--- config.mk ---
export PLATFORM = sky130hd
export DESIGN_NAME = hold_pulse_gen
export DESIGN_NICKNAME = d
export VERILOG_FILES = /design/src/rtl/hold_pulse_gen.sv
export SDC_FILE = /design/constraint.sdc
export NUM_CORES = 1
export LEC_CHECK = 0
export BUFFER_PORTS_ARGS = -buffer_cell sky130_fd_sc_hd__buf_2
export CAP_MARGIN = 10
export CORE_UTILIZATION = 30
export CTS_BUF_LIST = sky130_fd_sc_hd__clkbuf_8 sky130_fd_sc_hd__clkbuf_16
export DETAILED_ROUTE_END_ITERATION = 7
export PLACE_DENSITY = 0.57
export SLEW_MARGIN = 25
export SYNTH_ARGS = -nofsm -noshare
export SYNTH_HDL_FRONTEND = slang
export SYNTH_HIERARCHICAL = 1
export SYNTH_SLANG_ARGS = --single-unit
--- constraint.sdc ---
create_clock -name clk -period 3.1 [get_ports clk]
set_input_delay 0.31 -clock clk [delete_from_list [all_inputs] [get_ports clk]]
set_output_delay 0.31 -clock clk [all_outputs]
set_load 0.005 [all_outputs]
--- src/rtl/hold_pulse_gen.sv ---
// Multi-channel hold-qualified one-shot pulse generator.
// Each channel fires a programmable-width pulse once (in & data) has held for hold_len clocks.

module hold_pulse_gen_ch #(
    parameter int CNT_W = 8,
    parameter int PW_W  = 4
) (
    input  logic             clk,
    input  logic             reset,
    input  logic             cond,
    input  logic [CNT_W-1:0] hold_len,
    input  logic [PW_W-1:0]  pulse_len,
    input  logic             rearm,
    input  logic             clear,
    output logic             out,
    output logic             fired,
    output logic             out_nxt
);

    typedef enum logic [1:0] {
        IDLE     = 2'd0,
        PULSE    = 2'd1,
        LOCK     = 2'd2,
        WAIT_LOW = 2'd3
    } state_t;

    localparam logic [CNT_W-1:0] H_ONE = CNT_W'(1);
    localparam logic [PW_W-1:0]  P_ONE = PW_W'(1);

    state_t           state_q, state_d;
    logic [CNT_W-1:0] hcnt_q, hcnt_d;
    logic [PW_W-1:0]  pcnt_q, pcnt_d;
    logic [PW_W-1:0]  plen_q, plen_d;
    logic             out_q, out_d;
    logic             fired_q, fired_d;

    logic [CNT_W-1:0] hold_m1;
    logic [PW_W-1:0]  p_eff;
    logic [PW_W-1:0]  plen_m1;

    // Zero lengths behave as one; hold_len is used live every cycle.
    assign hold_m1 = (hold_len == '0) ? '0 : hold_len - H_ONE;
    assign p_eff   = (pulse_len == '0) ? P_ONE : pulse_len;
    assign plen_m1 = plen_q - P_ONE;

    always_ff @(posedge clk or posedge reset) begin
        if (reset) begin
            state_q <= IDLE;
            hcnt_q  <= '0;
            pcnt_q  <= '0;
            plen_q  <= P_ONE;
            out_q   <= 1'b0;
            fired_q <= 1'b0;
        end else begin
            state_q <= state_d;
            hcnt_q  <= hcnt_d;
            pcnt_q  <= pcnt_d;
            plen_q  <= plen_d;
            out_q   <= out_d;
            fired_q <= fired_d;
        end
    end

    always_comb begin
        state_d = state_q;
        hcnt_d  = hcnt_q;
        pcnt_d  = pcnt_q;
        plen_d  = plen_q;
        out_d   = out_q;
        fired_d = fired_q;
        if (clear) begin
            state_d = IDLE;
            hcnt_d  = '0;
            pcnt_d  = '0;
            out_d   = 1'b0;
            fired_d = 1'b0;
        end else begin
            unique case (state_q)
                IDLE: begin
                    if (!cond) begin
                        hcnt_d = '0;
                    end else if (hcnt_q >= hold_m1) begin
                        state_d = PULSE;
                        out_d   = 1'b1;
                        fired_d = 1'b1;
                        pcnt_d  = '0;
                        hcnt_d  = '0;
                        plen_d  = p_eff;
                    end else if (hcnt_q != '1) begin
                        hcnt_d = hcnt_q + H_ONE;
                    end
                end
                PULSE: begin
                    // Width comes from the value latched at fire time.
                    if (pcnt_q == plen_m1) begin
                        out_d   = 1'b0;
                        state_d = rearm ? WAIT_LOW : LOCK;
                    end else begin
                        pcnt_d = pcnt_q + P_ONE;
                    end
                end
                LOCK: begin
                    out_d = 1'b0;
                end
                WAIT_LOW: begin
                    out_d = 1'b0;
                    if (!cond) begin
                        state_d = IDLE;
                        hcnt_d  = '0;
                    end
                end
                default: begin
                    state_d = IDLE;
                    out_d   = 1'b0;
                end
            endcase
        end
    end

    always_comb begin
        out     = out_q;
        fired   = fired_q;
        out_nxt = out_d;
    end

endmodule

module hold_pulse_gen #(
    parameter int CHANNELS = 4,
    parameter int CNT_W    = 8,
    parameter int PW_W     = 4
) (
    input  logic                clk,
    input  logic                reset,
    input  logic [CHANNELS-1:0] in,
    input  logic [CHANNELS-1:0] data,
    input  logic [CNT_W-1:0]    hold_len,
    input  logic [PW_W-1:0]     pulse_len,
    input  logic                rearm,
    input  logic [CHANNELS-1:0] clear,
    output logic [CHANNELS-1:0] out,
    output logic [CHANNELS-1:0] fired,
    output logic                any_out
);

    logic [CHANNELS-1:0] cond;
    logic [CHANNELS-1:0] out_nxt;

    assign cond = in & data;

    for (genvar i = 0; i < CHANNELS; i++) begin : g_ch
        hold_pulse_gen_ch #(
            .CNT_W(CNT_W),
            .PW_W (PW_W)
        ) u_ch (
            .clk      (clk),
            .reset    (reset),
            .cond     (cond[i]),
            .hold_len (hold_len),
            .pulse_len(pulse_len),
            .rearm    (rearm),
            .clear    (clear[i]),
            .out      (out[i]),
            .fired    (fired[i]),
            .out_nxt  (out_nxt[i])
        );
    end

    // Built from next-state outs so it lands on the same edge as out.
    always_ff @(posedge clk or posedge reset) begin
        if (reset) any_out <= 1'b0;
        else       any_out <= |out_nxt;
    end

endmodule

==> impl_summary.log <==
[metrics] dominant delay contributor by cell family on the critical path: simple AND/OR/NAND/NOR gates
[metrics] Pwr per Cell Area: 352.1 nW/um^2
[metrics] Max-Slew Margin vs Limit: 45.94%
[metrics] Syn-to-layout area delta: 21.22%
[metrics] end of the critical path: any_out
[metrics] critical path peak fanout: 8
[metrics] portion of the clock cycle consumed by the worst path in the final layout: 94.70%
[metrics] HPWL Detailed: 10.96 mm
[metrics] RSZ-0062 raised after global routing: no
[metrics] actual transition at the worst max-transition pin: 804.8 ps
[metrics] io pins: 36
[metrics] Worst R2R Start: g_ch[2].u_ch/plen_q[0]
[metrics] category of the critical setup timing path: primary input to register
[metrics] final weighted congestion in routability-driven placement: 0.7835
[metrics] clock sink count: 81
[metrics] area of the mapped netlist: 6157 sq um
[metrics] placed standard-cell area: 7122 sq um
[metrics] result of the run: complete, but fails checks
[metrics] root buffer selected by CTS: sky130_fd_sc_hd__clkbuf_16
[metrics] insertion delay to the later sink of the worst-skew pair: 340 ps
[metrics] largest net degree at the start of global routing: 21
[metrics] violated checks: DRC
[metrics] crit path DAT: 3150 ps
[metrics] buffers plus inverters on the worst setup path: 2
[metrics] die area: 21100 sq um
[metrics] number of failing setup endpoints in the final timing report: 0
[metrics] sequential fraction of the synthesis area: 33.00%
[metrics] leading post-synthesis cells by instance count: sky130_fd_sc_hd__dfrtp_1, sky130_fd_sc_hd__inv_1, sky130_fd_sc_hd__nand2_1
[metrics] Worst Clk Skew: 6.826 ps
[metrics] Inserted Diodes: 0
[metrics] path type of the worst min-delay path: primary input to register
[metrics] area of the core: 20170 sq um
[metrics] CP Capture Type: register
[metrics] count of buffers inserted at the top-level ports: 35
[metrics] max-capacitance violation count: 0
[metrics] Num CTS Buffers: 9
[metrics] routed length per instance: 13.80 microns
[metrics] required time of the critical path: 3320 ps
[metrics] cell taking the most area after synthesis: sky130_fd_sc_hd__dfrtp_1
[metrics] cell repeated most along the worst path: sky130_fd_sc_hd__ha_4
[metrics] initial antenna violation count: 0
[metrics] largest cells by area after synthesis: sky130_fd_sc_hd__dfrtp_1, sky130_fd_sc_hd__ha_1, sky130_fd_sc_hd__inv_1, sky130_fd_sc_hd__nand2_1, sky130_fd_sc_hd__xnor2_1
[metrics] Pre-Repair DR Iteration Count: 6
[metrics] dominant synthesized flop cell: sky130_fd_sc_hd__dfrtp_1
[metrics] max-slew violations: 0
[metrics] first-pass GRT wire length: 24.52 mm
[metrics] synth warn: 6
[metrics] count of H-tree levels built during CTS: 3
[metrics] synthesized net count: 743
[metrics] number of standard-cell rows in the floorplan: 52
[metrics] starting density of the core: 30.53%
[metrics] footprint of the multi-input gates: 3902 sq um
[metrics] share of synthesized registers carrying an async set or reset: 100.0%
[metrics] Synth Register Bits: 81
[metrics] aggregate negative setup slack: 0 ps
[metrics] number of distinct library cells after synthesis: 70
[metrics] top cell type's share of synthesized area: 31.29%
[metrics] final hold violation count: 0
[metrics] Synth Instances: 668
[metrics] Peak supply drop: 0.0002077 V
[metrics] clock-pin transition on the worst setup and hold timing paths: 60 ps
[metrics] worst setup path startpoint: hold_len[1]
[metrics] die height: 145.3 microns
[metrics] number of flops mapped to enable cells by yosys: 0
[metrics] CP cell instances: clkbuf_4, inv_12, ha_4, nor2b_4, nand3b_1, or3_4, nand2_2, ha_4, a21o_2, a221o_1, a41oi_4, nor3_4, a31o_2, or4_1
[metrics] Worst Reg2Reg Path Length in Cells: 7
[metrics] share of cells above drive strength 1: 21.95%
[metrics] Reg-to-Reg End: any_out
[metrics] fmax: 340.6 MHz
[metrics] wirelength, routed: 14.35 mm
[metrics] total number of vias: 5153
[metrics] number of remaining DRC errors: 2
[metrics] final total power: 2.628 mW
[metrics] Startpoint Class: primary input
[metrics] residual overflow from global routing: 0
[metrics] ratio of routed vias to standard cells: 4.955
[metrics] number of global-route vias before repair: 4900
[metrics] Die X: 145.3 microns
[metrics] Post-Syn Area per Cell: 9.217 sq um
[metrics] filler cell count: 2040
[metrics] largest incremental delay on the critical path: 400 ps
[metrics] r2r setup slk: 370 ps
[metrics] design area: 7463 sq um
[metrics] CP max-delay cell: sky130_fd_sc_hd__or3_4
[metrics] clock period minus worst slack: 2936 ps
[metrics] leakage: 3.532 nW
[metrics] number of nets in the final layout: 840
[metrics] TritonCTS clock tree: yes
[metrics] initial drt markers: 295
[metrics] critical path depth in cells: 14
[metrics] All-Layer GR Usage: 14.38%
[metrics] Max clock buf depth: 2
[metrics] leading cell type by number of instances after synthesis: sky130_fd_sc_hd__dfrtp_1
[metrics] remaining antenna violation count after routing: 0
[metrics] register area: 2032 sq um
worst min-delay path by stage:
stage | start | endpoint | slack [ps] | cells after the start
3_3_place_gp | reset | any_out | 230 | 2
5_1_grt | clear[2] | g_ch[2].u_ch/state_q[0] | 260 | 2
6_report | clear[0] | g_ch[0].u_ch/state_q[0] | 250 | 2
4_1_cts | clear[3] | g_ch[3].u_ch/fired | 230 | 2
2_1_floorplan | reset | any_out | 40 | 1
3_5_place_dp | reset | any_out | 230 | 2
worst register-to-register path, stage by stage (launching register included):
cell and delay (ps):
sky130_fd_sc_hd__dfstp_2 550, sky130_fd_sc_hd__inv_1 60, sky130_fd_sc_hd__ha_1 210, sky130_fd_sc_hd__xor3_1 360, sky130_fd_sc_hd__nor3_2 320, sky130_fd_sc_hd__a31oi_2 220, sky130_fd_sc_hd__a32o_1 370, sky130_fd_sc_hd__or4_1 520
layer usage:
layer	wire, microns	share of wire [%]	GRT usage [%]
met1	7011	49	19.25
met2	6793	47	23.32
met3	384	2.7	2.767
met4	165	1.1	4.474
met5	0	0	0
placed cells by master (no fill, tap or decap), types with 17 or more instances in the layout:
cell type	count
sky130_fd_sc_hd__a21oi_1	17
sky130_fd_sc_hd__nor2b_1	23
sky130_fd_sc_hd__nand3_1	25
sky130_fd_sc_hd__xnor2_1	23
sky130_fd_sc_hd__dfrtp_1	77
sky130_fd_sc_hd__inv_1	61
sky130_fd_sc_hd__ha_1	46
sky130_fd_sc_hd__buf_4	57
sky130_fd_sc_hd__buf_2	34
sky130_fd_sc_hd__nor3_1	27
sky130_fd_sc_hd__o21ai_0	19
sky130_fd_sc_hd__nand2_1	53
sky130_fd_sc_hd__and3_1	18
sky130_fd_sc_hd__nor2_1	43
through the flow:
step / hold slack, ps / util [%] / setup WS, ps / std cells
after floorplan: 38.71 / - / -43.18 / 668
after global placement: 230.1 / 35.31 / -173.7 / 1023
after detailed placement: 232.2 / 35.31 / -204.4 / 1023
after CTS: 231.6 / 36.89 / 160.1 / 1040
after global routing: 261.2 / 37.00 / 19.56 / 1040
final: 249.6 / 37.00 / 164.3 / 1040
registers in the layout, indices dropped and copies added, names as in the netlist:
register,cells
any_out,1
g_ch.u_ch/fired,4
g_ch.u_ch/hcnt_q,32
g_ch.u_ch/out,4
g_ch.u_ch/pcnt_q,16
g_ch.u_ch/plen_q,16
g_ch.u_ch/state_q,8
final cells by class:
cell class	instances	share of cell area [%]
Clock inverter	4	0.5700
Multi-Input combinational cell	518	52.29
Timing Repair Buffer	94	8.516
Inverter	61	3.303
Sequential cell	81	27.23
Tap cell	270	4.526
Clock buffer	12	3.571
timing repair:
action	4_1_cts	5_1_grt
hold endpoints to repair	1	0
endpoints found under the setup margin	0	13
gates resized for setup	0	6
setup buffers	0	0
hold buffers	1	0
cell families (layout without fill, tap and decap cells):
group,Yosys count,in the layout,synth area share (%)
compound gates,139,139,17.94
xor+xnor,39,39,6.279
buf+inv,69,171,4.593
simple gates,266,266,23.55
fa+ha+maj,48,48,9.754
flops,81,81,33.00
mux,26,26,4.877
power by group:
group / total (mW) / internal, mW / switching, mW
clock network: 1.11 / 0.683 / 0.429
registers: 1.11 / 1.08 / 0.0294
logic: 0.408 / 0.174 / 0.234
(Power assumes the default switching activity.)
